$ cat config.mk
export PLATFORM = sky130hd
export DESIGN_NAME = systolic_skew_feeder
export DESIGN_NICKNAME = d
export VERILOG_FILES = /design/src/rtl/systolic_pkg.sv /design/src/rtl/skew_delay_line.sv /design/src/rtl/systolic_skew_feeder.sv
export SDC_FILE = /design/constraint.sdc
export NUM_CORES = 1
export LEC_CHECK = 0
export ABC_AREA = 1
export CAP_MARGIN = 40
export CELL_PAD_IN_SITES_DETAIL_PLACEMENT = 1
export CELL_PAD_IN_SITES_GLOBAL_PLACEMENT = 2
export CORE_ASPECT_RATIO = 0.9
export CORE_MARGIN = 1.5
export CORE_UTILIZATION = 28
export DETAILED_ROUTE_END_ITERATION = 16
export GPL_ROUTABILITY_DRIVEN = 0
export GPL_TIMING_DRIVEN = 0
export PLACE_DENSITY_LB_ADDON = 0.3
export SLEW_MARGIN = 10
export SYNTH_ARGS = -nofsm -noshare
export SYNTH_HDL_FRONTEND = slang
export SYNTH_SLANG_ARGS = --single-unit
$ cat constraint.sdc
create_clock -name clk -period 1.35 [get_ports clk]
set_input_delay 0.27 -clock clk [delete_from_list [all_inputs] [get_ports clk]]
set_output_delay 0.27 -clock clk [all_outputs]
set_load 0.005 [all_outputs]
$ cat src/rtl/systolic_pkg.sv
// Shared types and defaults for the systolic array feeder slice.
package systolic_pkg;

   localparam int unsigned N_DEF       = 4;
   localparam int unsigned W_DEF       = 4;
   localparam int unsigned MAC_LAT_DEF = 1;

   typedef enum logic [2:0] {
      IDLE,
      CLEAR,
      STREAM,
      FLUSH,
      DONE
   } feeder_state_t;

   // The last operand reaches PE(N-1,N-1) after both skews, then needs MAC_LAT to land.
   function automatic int unsigned flush_cycles(input int unsigned n, input int unsigned mac_lat);
      return 2 * (n - 1) + mac_lat;
   endfunction

endpackage

$ cat src/rtl/skew_delay_line.sv
// Fixed-depth operand delay for one array edge lane; DEPTH=0 is a pass-through.
module skew_delay_line
   import systolic_pkg::*;
#(
   parameter int unsigned DEPTH = 1,
   parameter int unsigned W     = W_DEF
) (
   input  logic         clk,
   input  logic         res,
   input  logic [W-1:0] d,
   output logic [W-1:0] q
);

   generate
      if (DEPTH == 0) begin : g_wire
         logic unused_ctrl;
         assign unused_ctrl = clk ^ res;
         assign q = d;
      end else begin : g_shift
         logic [W-1:0] sr [DEPTH];

         always_ff @(posedge clk) begin
            if (!res) begin
               for (int unsigned k = 0; k < DEPTH; k++) sr[k] <= '0;
            end else begin
               sr[0] <= d;
               for (int unsigned k = 1; k < DEPTH; k++) sr[k] <= sr[k-1];
            end
         end

         assign q = sr[DEPTH-1];
      end
   endgenerate

endmodule

$ cat src/rtl/systolic_skew_feeder.sv
// Diagonal operand skew and clear/flush sequencing for the NxN MAC array.
// Optional FEEDER_BEAT_COUNT_EN adds beat_cnt and a sticky err_overflow.
module systolic_skew_feeder
   import systolic_pkg::*;
#(
   parameter int unsigned N       = N_DEF,
   parameter int unsigned W       = W_DEF,
   parameter int unsigned MAC_LAT = MAC_LAT_DEF
) (
   input  logic           clk,
   input  logic           res,
   input  logic           start,
   input  logic           in_valid,
   output logic           in_ready,
   input  logic [N*W-1:0] in_a,
   input  logic [N*W-1:0] in_b,
   input  logic           in_last,
   output logic [N*W-1:0] out_a,
   output logic [N*W-1:0] out_b,
   output logic           mac_clr,
   output logic           busy,
   output logic           done
`ifdef FEEDER_BEAT_COUNT_EN
   ,
   output logic [7:0]     beat_cnt,
   output logic           err_overflow
`endif
);

   localparam int unsigned FLUSH_CYC = flush_cycles(N, MAC_LAT);
   localparam int unsigned CW        = $clog2(FLUSH_CYC + 1);

   feeder_state_t  state;
   logic [CW-1:0]  flush_cnt;
   logic           accept;
   logic [N*W-1:0] stage_a;
   logic [N*W-1:0] stage_b;

   // in_ready is a registered copy of (state == STREAM), so this is the handshake.
   assign accept = in_valid && in_ready;

   always_ff @(posedge clk) begin
      if (!res) begin
         state     <= IDLE;
         flush_cnt <= '0;
         in_ready  <= 1'b0;
         mac_clr   <= 1'b0;
         busy      <= 1'b0;
         done      <= 1'b0;
      end else begin
         mac_clr <= 1'b0;
         done    <= 1'b0;
         case (state)
            IDLE: begin
               if (start) begin
                  state   <= CLEAR;
                  mac_clr <= 1'b1;
                  busy    <= 1'b1;
               end
            end
            CLEAR: begin
               state    <= STREAM;
               in_ready <= 1'b1;
            end
            STREAM: begin
               if (accept && in_last) begin
                  state     <= FLUSH;
                  in_ready  <= 1'b0;
                  flush_cnt <= CW'(FLUSH_CYC);
               end
            end
            FLUSH: begin
               if (flush_cnt <= CW'(1)) begin
                  state <= DONE;
                  done  <= 1'b1;
               end else begin
                  flush_cnt <= flush_cnt - 1'b1;
               end
            end
            DONE: begin
               state <= IDLE;
               busy  <= 1'b0;
            end
            default: begin
               state    <= IDLE;
               in_ready <= 1'b0;
               busy     <= 1'b0;
            end
         endcase
      end
   end

   // Stage 0 is shared by every lane; non-accept cycles inject zeros (0*0 is harmless to the sums).
   always_ff @(posedge clk) begin
      if (!res) begin
         stage_a <= '0;
         stage_b <= '0;
      end else begin
         stage_a <= accept ? in_a : '0;
         stage_b <= accept ? in_b : '0;
      end
   end

   for (genvar i = 0; i < N; i++) begin : g_lane
      skew_delay_line #(.DEPTH(i), .W(W)) u_skew_a (
         .clk (clk),
         .res (res),
         .d   (stage_a[i*W +: W]),
         .q   (out_a[i*W +: W])
      );
      skew_delay_line #(.DEPTH(i), .W(W)) u_skew_b (
         .clk (clk),
         .res (res),
         .d   (stage_b[i*W +: W]),
         .q   (out_b[i*W +: W])
      );
   end

`ifdef FEEDER_BEAT_COUNT_EN
   always_ff @(posedge clk) begin
      if (!res) begin
         beat_cnt     <= '0;
         err_overflow <= 1'b0;
      end else if (state == IDLE && start) begin
         beat_cnt     <= '0;
         err_overflow <= 1'b0;
      end else if (accept) begin
         if (beat_cnt == 8'hFF) err_overflow <= 1'b1;
         else                   beat_cnt     <= beat_cnt + 8'd1;
      end
   end
`endif

endmodule

==> impl.org <==
** Finish
- The sequential cells in the finished layout cover a total of 1804 um^2.
- In the final layout, the multi-input gates occupy 594.3 um^2.
- In the layout the commonest cells are inv_1 (93), dfxtp_1 (88), nand2_1 (69).
- Final #Nets :: 465
- Leaving out fill and tap cells, the most frequent cell in the layout is inv_1.
- At the end of the flow the core is filled with cells to 40.00%.
- 0 antenna diodes ended up in the layout.
- Compared with the post-synthesis result, the final layout area differs by 40.00%.
- Layout fillers :: 1203
- The post-route netlist has 10.44% of its cells at a drive strength greater than 1.

** Timing
- Headroom to the max-slew limit came out at 63.51%.
- For this run, the top clock speed supported by timing is 775.4 MHz.
- Number of endpoints with negative hold slack in the final report :: 0
- On the final layout, the worst hold slack is 0.2350 ns.
- Final count of pins violating max slew :: 0
- Setup slack after layout :: 0.06040 ns
- Min Tclk post-route :: 1.290 ns
- Setup repair after global routing left no endpoint under its margin.
- Setup Viol. Count Final :: 0
- Setup clock skew after layout :: 0.007921 ns
- At the pin with the least slew margin, the transition time is 0.5473 ns.
- Final Cycle Share :: 95.53%

** Setup path
- The startpoint identified for the worst register-to-register timing path is state[1]$_SDFFE_PN0P_.
- Measured in cells, the most critical reg-to-reg path has a length of 7.
- In this run the worst path has a maximum fanout of 1.
- The worst setup path is captured at a primary output.
- The worst setup path is launched from a register.
- Across all register-to-register paths, the minimum setup slack is 0.12 ns.
- Number of buffers and inverters on the critical path :: 2
- Data on the critical path arrives at its endpoint at 1.02 ns.
- The critical path in this run is classified as register to primary output.
- The kind of cell with the highest combined delay along the critical path is buffers and inverters.
- For the worst setup path, the data required time is 1.08 ns.
- Library cell contributing the largest single delay on the critical path :: dfxtp_1
- Cell chain of the critical path :: buf_4 > dlygate4sd2_1
- Slowest stage delay, CP :: 0.30 ns
- Worst reg2reg endpoint :: flush_cnt[0]$_SDFFE_PN0P_

** Route
- Dividing the detail-routed wire length by the instance count gives 9.946 um.
- Via density per instance :: 3.825
- The detailed router put a total of 2.389 mm of wire on met1.
- The final layout contains routed wiring with a total length of 5.570 mm.
- In this run the top signal layer used is met4.
- Number of iterations in the first detailed-routing pass :: 3
- The routed layout has 2142 vias.
- DRC errors left :: 0
- For this block, the initial DRC count from the detailed router was 31.
- In the detailed route, the total length drawn on met2 is 2.671 mm.
- DR WL met3 :: 411 um
- Remaining antenna violation count :: 0

** Floorplan
- Measured along the y axis, the die boundary spans 99.60 um.
- The initial utilization of the core area, before any placement, comes to 28.57%.
- The floorplan step defined a die boundary enclosing 10990 um^2.
- Row count :: 35
- Die width :: 110.3 um
- After floorplanning, the core was sized to cover 10160 um^2.
- Ports placed on the boundary :: 73

** Synth
- Synth Net Count :: 382
- Sequential fraction of the synthesis area :: 62.07%
- Area share of the largest cell type after synthesis :: 62.07%
- In this run, synthesis produced a sequential element count of 90.
- The Yosys step of the flow raised 0 warnings.
- Library cell with the largest summed area after synthesis :: dfxtp_1
- The cell area that synthesis handed to floorplanning was 2903 um^2.
- After synthesis, the mean cell area works out to 8.463 um^2.
- By area the synthesized netlist is led by dfxtp_1 (62%), inv_1 (12%), nand2_1 (8.9%).
- Counting every instance in the synthesized netlist gives 343.
- Post-synth cell types :: 18

** Clock network
- Maximum clock path buffer count :: 2
- Post-CTS Hold Fix Bufs :: 0
- H-Tree Level Count :: 3
- CTS tree :: yes
- Number of buffers created by CTS :: 9
- Clock latency of the later-clocked register in the worst-skew pair :: 0.33 ns
- CTS clk-pin slew, worst paths :: 0.06 ns
- Clock sink count :: 90
- CTS placed an instance of clkbuf_16 at the clock tree root.

** Run
- Max Cap Violations :: 0

** Placed design
- Setup WS pre-CTS :: -0.1535 ns
- Summed over all nets, the half-perimeter wirelength after detailed placement is 4.022 mm.
- Number of port buffers :: 71

** Global routing
- Vias in the first global route :: 2168
- Summed over all layers, the global routing overflow is 0.
- Wire length of the first global-routing pass :: 9.418 mm
- GRT Total Usage :: 11.31%
- The initial antenna violation count is 0.
- Largest net degree at the start of global routing :: 16

** Pwr
- The analysis attributes to cell leakage a power of 0.002354 uW.
- VDD sags by at most 0.5295 mV.
- For this design the ratio of total power to cell area is 1617 nW/um^2.

** Outcome
- The run finished with clean final reports.

** Worst hold path
- Worst min-delay path class :: input port to register
- Number of cells on the worst hold path :: 3
- The worst hold path begins at res.
- Hold Crit Endpoint :: flush_cnt[0]$_SDFFE_PN0P_
[power by group]
| part | leakage (uW) | total (uW) | internal [uW] | switching (uW) |
|---|---|---|---|---|
| Clock | 0.000148 | 2660 | 1640 | 1030 |
| Sequential | 0.000728 | 2960 | 2850 | 113 |
| Combinational | 0.00148 | 947 | 415 | 532 |
| Total | 0.00235 | 6570 | 4900 | 1670 |
[layout make-up]
cell class                 instances  share of cell area (%)
buffer                            25                   4.002
clock buffer                      11                   5.727
clock inverter                     5                   2.124
inverter                          93                   8.590
multi-input combinational        135                   14.62
sequential                        90                   44.40
tap                              129                   3.972
timing repair buffer              72                   16.56
[cell families (layout without fill, tap and decap cells)]
kind of cell | count (synthesis) | after routing | share of synthesized area (%)
fa+ha+maj | 2 | 2 | 0.8619
simple gates | 128 | 128 | 18.45
buf+inv | 118 | 206 | 17.63
flops | 90 | 90 | 62.07
compound gates | 5 | 5 | 0.9911
[how the worst max path moves through the flow]
stage,start,endpoint,slack [ns],cells past startpoint
finish,g_lane[2].u_skew_b.g_shift.sr[0][4]$_SDFF_PN0_,out_b[8],0.06,2
global route,state[1]$_SDFFE_PN0P_,flush_cnt[1]$_SDFFE_PN0P_,0.006,7
CTS,g_lane[2].u_skew_b.g_shift.sr[0][4]$_SDFF_PN0_,out_b[8],0.04,2
detailed placement,in_valid,stage_b[7]$_SDFF_PN0_,-0.15,4
global placement,in_valid,state[0]$_SDFFE_PN0P_,-0.14,7
floorplan,flush_cnt[0]$_SDFFE_PN0P_,flush_cnt[1]$_SDFFE_PN0P_,0.25,7
[worst register-to-register path, cell delays in order, from the launching register on]
cell     delay (ns)
dfxtp_1        0.47
nand2_2        0.11
nor2_4         0.17
nand3_4        0.12
nand3_4        0.10
nand2_1        0.06
nand2_1        0.05
nor2_1         0.03
[through the flow]
stage	TNS [ns]	cell area, um^2	instances	total power, uW
after CTS	0	4058	560	6659
after floorplan	0	2903	343	3599
after detailed placement	-4.279	3775	543	3986
final	0	4064	560	6570
after global placement	-3.973	3775	543	3953
after global routing	0	4064	560	6933
[synth_stat cells]
| master | count |
|---|---|
| nor3_1 | 1 |
| nand3_4 | 2 |
| ha_1 | 2 |
| o21ai_0 | 1 |
| nand4_1 | 2 |
| nor2_1 | 45 |
| o21ai_2 | 1 |
| nand3_1 | 5 |
| nor2_4 | 1 |
| nand2_1 | 69 |
| nor4_1 | 1 |
| buf_4 | 17 |
| buf_2 | 4 |
| clkbuf_1 | 4 |
| a21oi_1 | 3 |
| inv_1 | 93 |
| nand2_2 | 2 |
| dfxtp_1 | 90 |
[flip-flops by register name, indices dropped and copies added (netlist names), 3 cells and up]
name	cells
stage_a	16
flush_cnt	3
stage_b	16
g_lane.u_skew_b.g_shift.sr	24
g_lane.u_skew_a.g_shift.sr	24
state	3
[what timing repair did]
item	in CTS	in global routing
setup buffers	1	0
resized for setup	37	2
hold endpoints to repair	0	0
setup endpoints to repair	36	3
[per-layer routing]
| metal | track usage (%) | vias to the layer above |
|---|---|---|
| met5 | 0 | - |
| li1 | - | 1107 |
| met3 | 4.325 | 8 |
| met1 | 12.25 | 982 |
| met4 | 5.325 | 0 |
| met2 | 19.28 | 45 |
Note: power is estimated with default switching activity, not from simulation.
